### config.mk
export PLATFORM = sky130hd
export DESIGN_NAME = present_serial_round_ctrl
export DESIGN_NICKNAME = d
export VERILOG_FILES = /design/src/rtl/present_serial_round_ctrl.sv
export SDC_FILE = /design/constraint.sdc
export NUM_CORES = 1
export LEC_CHECK = 0
export CORE_ASPECT_RATIO = 0.7
export CORE_MARGIN = 3
export CORE_UTILIZATION = 40
export DETAILED_ROUTE_END_ITERATION = 16
export DONT_BUFFER_PORTS = 1
export GPL_TIMING_DRIVEN = 0
export PLACE_DENSITY = 0.52
export SLEW_MARGIN = 20
export SYNTH_ARGS = -nofsm -noshare
export SYNTH_HDL_FRONTEND = slang
export SYNTH_SLANG_ARGS = --single-unit
### constraint.sdc
create_clock -name clock -period 2.4 [get_ports clock]
set_input_delay 0.12 -clock clock [delete_from_list [all_inputs] [get_ports clock]]
set_output_delay 0.12 -clock clock [all_outputs]
set_load 0.01 [all_outputs]
### src/rtl/present_serial_round_ctrl.sv
// present_serial_round_ctrl: nibble-serial PRESENT round sequencer sharing one external S-box+key-add datapath.
// Optional DOUBLE_EXEC_EN: each nibble is evaluated twice and compared, with a sticky fault flag and output suppression.
module present_serial_round_ctrl #(
  parameter int ROUNDS = 2,
  parameter int RCW = 5
) (
  input  logic           clock,
  input  logic           reset,
  input  logic           io_start,
  input  logic [63:0]    io_plain,
  input  logic [63:0]    io_roundKey,
  output logic [RCW-1:0] io_round,
  output logic           io_busy,
  output logic           io_done,
  output logic [63:0]    io_out,
  output logic           io_fault,
  output logic [3:0]     sbox_state,
  output logic [3:0]     sbox_key,
  input  logic [3:0]     sbox_out
);
  typedef enum logic [1:0] {IDLE, SBOX, PERM, DONE} st_t;
  st_t            st_q;
  logic [63:0]    state_q, out_q, perm_d, upd_d;
  logic [3:0]     idx_q;
  logic [RCW-1:0] round_q;
`ifdef DOUBLE_EXEC_EN
  logic           phase_q, fault_q;
  logic [3:0]     tmp_q;
  assign io_fault = fault_q;
`else
  assign io_fault = 1'b0;
`endif
  assign io_round   = round_q;
  assign io_busy    = st_q != IDLE;
  assign io_done    = st_q == DONE;
  assign io_out     = out_q;
  assign sbox_state = st_q == SBOX ? state_q[{idx_q, 2'b00} +: 4] : 4'h0;
  assign sbox_key   = st_q == SBOX ? io_roundKey[{idx_q, 2'b00} +: 4] : 4'h0;
  // pLayer: bit i -> 16*i mod 63, bit 63 fixed
  always_comb begin
    perm_d = state_q;
    for (int i = 0; i < 63; i++) perm_d[6'((16 * i) % 63)] = state_q[i];
  end
  always_comb begin
    upd_d = state_q;
    upd_d[{idx_q, 2'b00} +: 4] = sbox_out;
  end
  always_ff @(posedge clock) begin
    if (reset) begin
      st_q    <= IDLE;
      state_q <= '0;
      out_q   <= '0;
      idx_q   <= '0;
      round_q <= '0;
`ifdef DOUBLE_EXEC_EN
      phase_q <= 1'b0;
      fault_q <= 1'b0;
      tmp_q   <= '0;
`endif
    end else begin
      case (st_q)
        IDLE: if (io_start) begin
          st_q    <= SBOX;
          state_q <= io_plain;
          idx_q   <= '0;
          round_q <= '0;
`ifdef DOUBLE_EXEC_EN
          phase_q <= 1'b0;
          fault_q <= 1'b0;
`endif
        end
        SBOX: begin
`ifdef DOUBLE_EXEC_EN
          phase_q <= ~phase_q;
          if (!phase_q) tmp_q <= sbox_out;
          else begin
            if (sbox_out == tmp_q) state_q <= upd_d;
            else fault_q <= 1'b1;
            idx_q <= idx_q + 4'd1;
            if (idx_q == 4'hf) st_q <= PERM;
          end
`else
          state_q <= upd_d;
          idx_q   <= idx_q + 4'd1;
          if (idx_q == 4'hf) st_q <= PERM;
`endif
        end
        PERM: begin
          state_q <= perm_d;
          if (round_q == RCW'(ROUNDS - 1)) begin
            st_q  <= DONE;
            out_q <= io_fault ? '0 : perm_d;
          end else begin
            round_q <= round_q + RCW'(1);
            st_q    <= SBOX;
          end
        end
        default: st_q <= IDLE;
      endcase
    end
  end
endmodule

# Yosys cells after proc, flatten, opt, wreduce, memory -nomap -nowiden
# Cells that the tools add are included.
# Widths: inputs -> output; s select.
dict set report totals {
  inputBits 135
  register_bits 139
  out_inout_bits 80
}
dict set report op_classes {
  eq_ne 8
  shift 4
  n_reduce_logical 11
  n_addsub 3
  n_mux 14
  n_bitwise 1
}
# op n
set ops {}
lappend ops {{$pmux 64 s3} 1}
lappend ops {{$shiftx 64x7->4} 2}
lappend ops {{$bwmux 64} 1}
lappend ops {{$mux 64} 1}
lappend ops {{$shift 4x8->64 const A} 1}
lappend ops {{$shiftx 4x8->64} 1}
lappend ops {{$mux 4} 3}
lappend ops {{$mux 5} 2}
lappend ops {{$pmux 5 s2} 1}
lappend ops {{$neg 6->8} 1}
lappend ops {{$pmux 4 s2} 1}
lappend ops {{$reduce_and 2->1} 4}
lappend ops {{$mux 2} 3}
lappend ops {{$pmux 2 s3} 1}
lappend ops {{$reduce_and 3->1} 2}
lappend ops {{$reduce_bool 2->1} 3}
lappend ops {{$add 5x1->5 const B} 1}
lappend ops {{$eq 5x1->1 const B} 1}
lappend ops {{$add 4x1->4 const B} 1}
lappend ops {{$eq 2x2->1 const B} 2}
lappend ops {{$eq 4x4->1 const B} 1}
lappend ops {{$ne 2x2->1 const B} 2}
lappend ops {{$reduce_bool 3->1} 1}
lappend ops {{$eq 2x1->1 const B} 1}
lappend ops {{3 further kinds} 3}

# Longest topological paths before layout
# Gate-level depths: netlist of the first run.
dict set report logic_depth {
  word_depth 4
  depth_mapped 9
  ltp_nobuf 7
}

# Worst setup path before layout of the first run
# No wires, ideal clock.
dict set report synth_path {
  kind {register to register}
  start {register idx_q[1]}
  end {register state_q[36]}
  setup_time_ps 122
  setup_slack_ps 228
  required_time_ps 2278
  arrival_ps 2050
  path_stages_with_launch 9
  path_buffers 2
  period_less_slack_ps 2172
  cell_sequence {dfxtp_1 -> buf_2 -> inv_1 -> ha_1 -> buf_4 -> nor4_2 -> a211o_1 -> o221ai_2 -> a221o_1}
}
dict set report synth_via {
  elab_chain_cells 4
  word_cells_on_any_way 5
  classes_between {1 x add/sub; 2 x shift; 2 x mux}
}
# item line_no
set synth_rtl {}
lappend synth_rtl {{start, declared} 24} ;# logic [3:0] idx_q;
lappend synth_rtl {{start signal, assigned} 84} ;# idx_q <= idx_q + 4'd1;
lappend synth_rtl {{$neg 6->8 (*)} 46} ;# upd_d[{idx_q, 2'b00} +: 4] = sbox_out;
lappend synth_rtl {{$shiftx 4x8->64 or $shift 4x8->64 (tied branches)} 46}
lappend synth_rtl {{$bwmux 64 (*)} 46}
lappend synth_rtl {{$pmux 64 s3 (*)} 61} ;# case (st_q)
lappend synth_rtl {{end signal, assigned} 64} ;# state_q <= io_plain;
lappend synth_rtl {{end signal, assigned} 83} ;# state_q <= upd_d;
lappend synth_rtl {{end signal, assigned} 89} ;# state_q <= perm_d;
lappend synth_rtl {{end, declared} 23} ;# logic [63:0] state_q, out_q, perm_d, upd_d;
# Mark *: on every way between the ends. The rest lies on a longest branch, timed or not.
# A chain may end at the register's enable or synchronous reset.

# Worst setup path after layout of the first run
dict set report layout_path {
  start {register idx_q[2]}
  end {output sbox_state[0]}
}
dict set report layout_via {
  elab_chain_cells 2
}
# item line_no
set layout_rtl {}
lappend layout_rtl {{$shiftx 64x7->4} 37} ;# assign sbox_state = st_q == SBOX ? state_q[{idx_q, 2'b00} +: 4] : 4'h0;
lappend layout_rtl {{$mux 4} 37}
lappend layout_rtl {{end, declared} 17} ;# output logic [3:0] sbox_state,
# No other way between the ends.

==> impl_metrics.yaml, run 1 <==
logic_synthesis:
  async_flop_share_pct: 0
  ys_seq_area_share_pct: 32.9
  ys_warn_count: 0
  synth.avg_cell_area_sq_um: 8.41
  synth_top_flop_cell: "dfxtp_1"
  total_of_flip_flops_plus_latches_after_synthesis: 123
  netlist_area_sq_um: 7470
  synth-edff-count: 0
  synth.lib_cells_used.distinct: 79
  synth.net_count: 1035
  synthCells: 889
final_layout:
  antenna-diode-count: 0
  layout.core_utilization_pct: 50.5
  finish.net_count: 1104
  num-fill-cells: 1775
  area_added_between_synthesis_and_finish_pct: 22.7
  instances_no_fill: 1207
  drive_above_1_share_pct: 20.7
worst_setup_path:
  critical_path_peak_fanout: 10
  timing.setup.critical_path_class: "flip-flop to output pin"
  cp.arrival_ps: 2240
  critical_path_required_ps: 2280
  setup.worst_path.start: "idx_q[2]"
  critPathCaptureType: "output pin"
  worstReg2RegStart: "idx_q[1]"
  critPathLaunchType: "flip-flop"
pwr:
  p_leak_nw: 3.17
  power_density_nw_per_um2: 1130
  worst_vdd_drop_mv: 0.452
  overall_power_consumption_mw: 10.3
grt:
  grt_max_degree: 17
  grt_pass1_wl_um: 48700
  gr-usage-all-layers_pct: 32.2
  grt_overflow_total: 0
  first_global_vias: 7643
  antenna_violations_before_repair: 1
drt:
  final_antenna_net_count: 0
  routed_wire_length_per_instance_um: 28.1
  drt_first_pass_iters: 6
  route.vias.total: 7878
  number_of_drc_violations_after_detailed_routing_iteration_0: 956
  drt_drc_violations_left: 0
  totalWireLength_um: 34000
  avgViaCountPerCell: 6.53
placement:
  dp_cells: 1125
  place.detailed.hpwl_um: 25500
  gpl.final_weighted_congestion: 0.996
  detailedPlace.worstSlack_ps: -649
  port_buffers: 0
floorplanning:
  floorplan.io_pins: 215
  dieArea_sq_um: 20400
  core_box_area_sq_um: 18200
  placement_rows: 41
  die_width_um: 169
  floorplan.initialDensity_pct: 41.2
  dieHeight_um: 120
sta:
  maxClockFrequency_ghz: 0.424
  finalHoldViolCount: 0
  final.setup_skew_ps: 7.76
  worstMarginPinSlew_ps: 1020
  postLayoutSetupSlackWorst_ps: 42.0
  drv_slew: 0
  period_share_pct: 98.3
  finalSetupViolations: 0
  slew_headroom_pct: 32.0
  rsz_0062_raised_after_global_routing: "true"
  timing.hold.ws_ps: 4.59
  finalCriticalPeriod_ps: 2360
run:
  max_cap_viol_count: 0
min_path:
  timing.hold.worst.start: "io_plain[26]"
  hold_path.class: "input port to flip-flop"
cts:
  cts_max_level: 4
  cts_made_buffers: 17
  clk_latency_ps: 430
  clock_path_buffers: 2
  cts-root-buf: "clkbuf_16"
  cts.reportedPaths.clkPinSlew_ps: 60
  tritoncts: "built"
  clock_sinks: 123
outcome:
  status: "finished clean"
[area by class of cell]
class,instances,area [sq um],share of cell area [%]
tap,236,295,3.22
clock buffer,18,429,4.68
clock inverter,14,113,1.23
buffer,91,559,6.10
multi-input combinational,663,4760,51.9
timing repair buffer,53,503,5.48
sequential,123,2470,26.9
inverter,9,37.5,0.409
[through the flow]
step,setup TNS [ps],instance area [sq um]
6_report,0,9170
5_1_grt,-190,9170
4_1_cts,-37.4,8920
3_5_place_dp,-26710,7770
3_3_place_gp,-20010,7770
2_1_floorplan,0,7470
[kinds of logic after synthesis]
| family | Yosys count | synth area share [%] |
|---|---|---|
| simple gates | 353 | 22.2 |
| compound gates | 240 | 22.8 |
| flops | 123 | 32.9 |
| buf+inv | 103 | 6.91 |
| mux | 52 | 12.6 |
| fa+ha+maj | 11 | 1.84 |
| xor+xnor | 6 | 0.703 |
| other cells | 1 | 0.0502 |
[flip-flops by register name, indices dropped and copies added (netlist names)]
name      flops
idx_q         4
io_out       48
io_round      5
st_q          2
state_q      64
[critical path: stages, from the launching register on]
cell	delay (ps)
dfxtp_1	310
buf_4	190
buf_4	240
buf_4	280
buf_6	240
mux2i_1	360
o22ai_4	160
[what timing repair did]
item,in CTS,in global routing
pin swaps,0,3
endpoints found under the setup margin,82,81
hold endpoints to repair,42,0
buffers inserted,5,6
hold buffers,42,0
resized for setup,46,46
[cells in the mapped netlist, types with 4 or more instances]
library cell,number,area (sq um)
o41ai_1,4,35.0
a221o_1,28,280
buf_1,7,26.3
buf_4,25,188
or3_1,8,50.1
a21o_1,6,45.0
mux2i_1,17,170
a2bb2o_1,4,40.0
nand3_1,26,130
dfxtp_1,123,2460
nor3_1,37,185
a311oi_1,7,61.3
or2_1,4,25.0
nand2_1,154,578
a31oi_1,19,119
nor2b_1,9,56.3
a21oi_1,79,395
and3_1,6,37.5
o221ai_1,7,61.3
o21ai_0,17,85.1
nand2b_1,9,56.3
nor2_1,69,259
o31ai_1,4,30.0
inv_1,9,33.8
xor2_1,4,35.0
buf_2,28,140
a211oi_1,5,37.5
ha_1,11,138
o22a_1,4,35.0
mux4_2,32,721
nand4_1,4,25.0
a22o_1,4,35.0
nand3b_1,4,30.0
a221oi_1,6,52.6
o22ai_1,14,87.6
clkbuf_1,33,124
[metal layers]
layer	routed length (um)	share of wire, %	track usage, %	vias to the layer above
met2	14400	42	47.7	528
met1	14700	43	45.2	3863
met3	4280	13	11.0	55
met4	567	1.7	7.61	2
met5	11	0.032	0	-
li1	-	-	-	3430
[cell usage in the layout (no fill, tap or decap), drive strengths merged, types with 5 or more instances in the layout]
master / synthesis / layout
a211oi: 5 / 5
a21o: 7 / 7
a21oi: 80 / 80
a221o: 28 / 28
a221oi: 6 / 6
a311oi: 7 / 7
a31oi: 20 / 20
and3: 6 / 6
buf: 60 / 67
clkbuf: 34 / 53
clkinvlp: 0 / 5
dfxtp: 123 / 123
dlygate4sd3: 0 / 42
ha: 11 / 11
inv: 9 / 14
mux2i: 19 / 19
mux4: 32 / 32
nand2: 154 / 154
nand2b: 10 / 10
nand3: 27 / 27
nor2: 70 / 70
nor2b: 10 / 10
nor3: 37 / 37
o21ai: 18 / 18
o221ai: 10 / 10
o22ai: 14 / 14
or2: 5 / 5
or3: 8 / 8
[path summary, 6_finish.rpt]
kind | to | slack (ps) | cells after the start
max | sbox_state[0] | 40 | 6
min reg2reg | io_out[51] | 480 | 2
min | state_q[26] | 5 | 3
max reg2reg | state_q[61] | 50 | 8
[power breakdown]
| group | total (mW) | internal (mW) | switching, mW | leakage [nW] |
|---|---|---|---|---|
| clock network | 2.44 | 1.34 | 1.10 | 0.256 |
| logic | 4.77 | 1.87 | 2.89 | 1.91 |
| registers | 3.13 | 2.48 | 0.649 | 1.00 |
| total | 10.3 | 5.70 | 4.64 | 3.17 |
(Power assumes the default switching activity.)
==> run 2: changes to the inputs <==
--- a/config.mk
+++ b/config.mk
@@ -11,7 +11,7 @@
 export DETAILED_ROUTE_END_ITERATION = 16
 export DONT_BUFFER_PORTS = 1
 export GPL_TIMING_DRIVEN = 0
-export PLACE_DENSITY = 0.52
+export PLACE_DENSITY_LB_ADDON = 0.1
 export SLEW_MARGIN = 20
 export SYNTH_ARGS = -nofsm -noshare
 export SYNTH_HDL_FRONTEND = slang
==> run 2 against run 1 <==
  * Worst hold slack improved by 9.6 ps
  * Sequential share of layout area shrank 0.23 points
  * Largest cell class unchanged
  * Clock power is 17% higher
  * Critical endpoint unchanged
==> impl_metrics.yaml, run 2 (synthesis results as in run 1) <==
worst_setup_path:
  cp.arrival_ps: 2260
  reg2regPathDepth: 8
  timing.setup.critical_path_class: "flip-flop to output pin"
  critPathLaunchType: "flip-flop"
  critPathCaptureType: "output pin"
  critical_path_required_ps: 2280
  critical_path_peak_fanout: 10
  worstReg2RegStart: "idx_q[0]"
  r2r-end: "state_q[1]"
  reg2reg_setup_slack_ps: 30
final_layout:
  layout.cells.most_common: "nand2_1"
  layout.core_utilization_pct: 50.9
  drive_above_1_share_pct: 20.6
  num-fill-cells: 1771
  seqCellArea_sq_um: 2470
  largest_register_ff_count: 64
  layout_common_cells: "nand2_1 (153), dfxtp_1 (120), a21oi_1 (77)"
  combined_area_of_the_multi_input_logic_cells_sq_um: 4760
  area_added_between_synthesis_and_finish_pct: 23.8
  finish.net_count: 1102
  registers.top_by_ff_count: "state_q"
pwr:
  worst_vdd_drop_mv: 0.478
  p_leak_nw: 3.20
  power_density_nw_per_um2: 1140
  overall_power_consumption_mw: 10.6
cts:
  cts_max_level: 4
  cts_made_buffers: 17
  clk_latency_ps: 430
  cts-root-buf: "clkbuf_16"
  clock_sinks: 123
  clock_path_buffers: 2
  cts.reportedPaths.clkPinSlew_ps: 60
  tritoncts: "built"
floorplanning:
  placement_rows: 41
  floorplan.io_pins: 215
  dieHeight_um: 120
  floorplan.initialDensity_pct: 41.2
  dieArea_sq_um: 20400
  die_width_um: 169
  core_box_area_sq_um: 18200
drt:
  routed_wire_length_per_instance_um: 27.3
  number_of_drc_violations_after_detailed_routing_iteration_0: 999
  drt_first_pass_iters: 6
  final_antenna_net_count: 0
  avgViaCountPerCell: 6.49
  drt_drc_violations_left: 0
  totalWireLength_um: 33000
  route.vias.total: 7839
grt:
  grt_pass1_wl_um: 47100
  antenna_violations_before_repair: 3
  first_global_vias: 7262
  gr-usage-all-layers_pct: 31.3
  grt_overflow_total: 0
  grt_max_degree: 17
sta:
  maxClockFrequency_ghz: 0.421
  timing.hold.ws_ps: 14.2
  drv_slew: 0
  finalSetupViolations: 0
  period_share_pct: 99.0
  final.setup_skew_ps: 9.09
  finalHoldViolCount: 0
  slew_headroom_pct: 39.1
  finalCriticalPeriod_ps: 2380
  worstMarginPinSlew_ps: 914
min_path:
  min_delay_path_depth: 3
  hold_path.class: "input port to flip-flop"
  worstHoldEndpoint: "state_q[24]"
  timing.hold.worst.start: "io_plain[24]"
placement:
  place.detailed.hpwl_um: 24400
  port_buffers: 0
  gpl.final_weighted_congestion: 0.935
outcome:
  status: "finished clean"
run:
  max_cap_viol_count: 0
## run 2: layout make-up
cell class	count	area share [%]
Multi-Input combinational cell	663	51.4
Sequential cell	123	26.7
Buffer	90	5.83
Timing Repair Buffer	52	5.41
Clock buffer	19	4.90
Tap cell	236	3.19
Clock inverter	13	2.06
Inverter	9	0.406
Antenna cell	3	0.0812
## run 2: what timing repair did
| item | in CTS | in global routing |
|---|---|---|
| hold buffers | 43 | 1 |
| hold endpoints to repair | 43 | 1 |
| pin swaps | 1 | 1 |
| setup endpoints to repair | 82 | 109 |
| resized for setup | 49 | 36 |
| setup buffers | 4 | 4 |
| gates cloned | 0 | 0 |
## run 2: worst max path at each step
stage                     startpoint  depth (start not counted)            end  slack (ps)
final                        st_q[1]                          6  sbox_state[0]          20
after floorplan             idx_q[1]                          8    state_q[36]         230
after global placement      idx_q[1]                          9     state_q[5]        -550
after CTS                   idx_q[0]                          5  sbox_state[1]          -5
after detailed placement    idx_q[1]                          9     state_q[5]        -520
after global routing         st_q[1]                          6  sbox_state[1]         -10
## run 2: critical path, stage by stage (launching register included)
cell and delay (ps):
dfxtp_1 330, inv_1 140, ha_4 230, buf_2 250, clkbuf_4 310, nand2_2 230
o22ai_2 330
## run 2: metal layers
metal  vias to the layer above  track usage (%)  routed length, um
li1                       3429                -                  -
met1                      3735             42.9              13600
met2                       598             45.4              14000
met3                        77             11.2               4280
met4                         0             11.1                996
met5                         -                0                  0
## run 2: where the power goes
group	internal, mW	total [mW]	switching [mW]
Sequential	2.48	3.13	0.649
Combinational	1.82	4.60	2.78
Clock	1.80	2.85	1.05
Total	6.10	10.6	4.48
## run 2: through the flow
step	instances	worst slack (ps)	area (sq um)	setup TNS [ps]
global route	1208	-10.6	9250	-23.1
floorplan	889	228	7470	0
global placement	1125	-545	7770	-19000
CTS	1203	-5.32	9050	-6.60
finish	1208	23.8	9250	0
detailed placement	1125	-519	7770	-18520
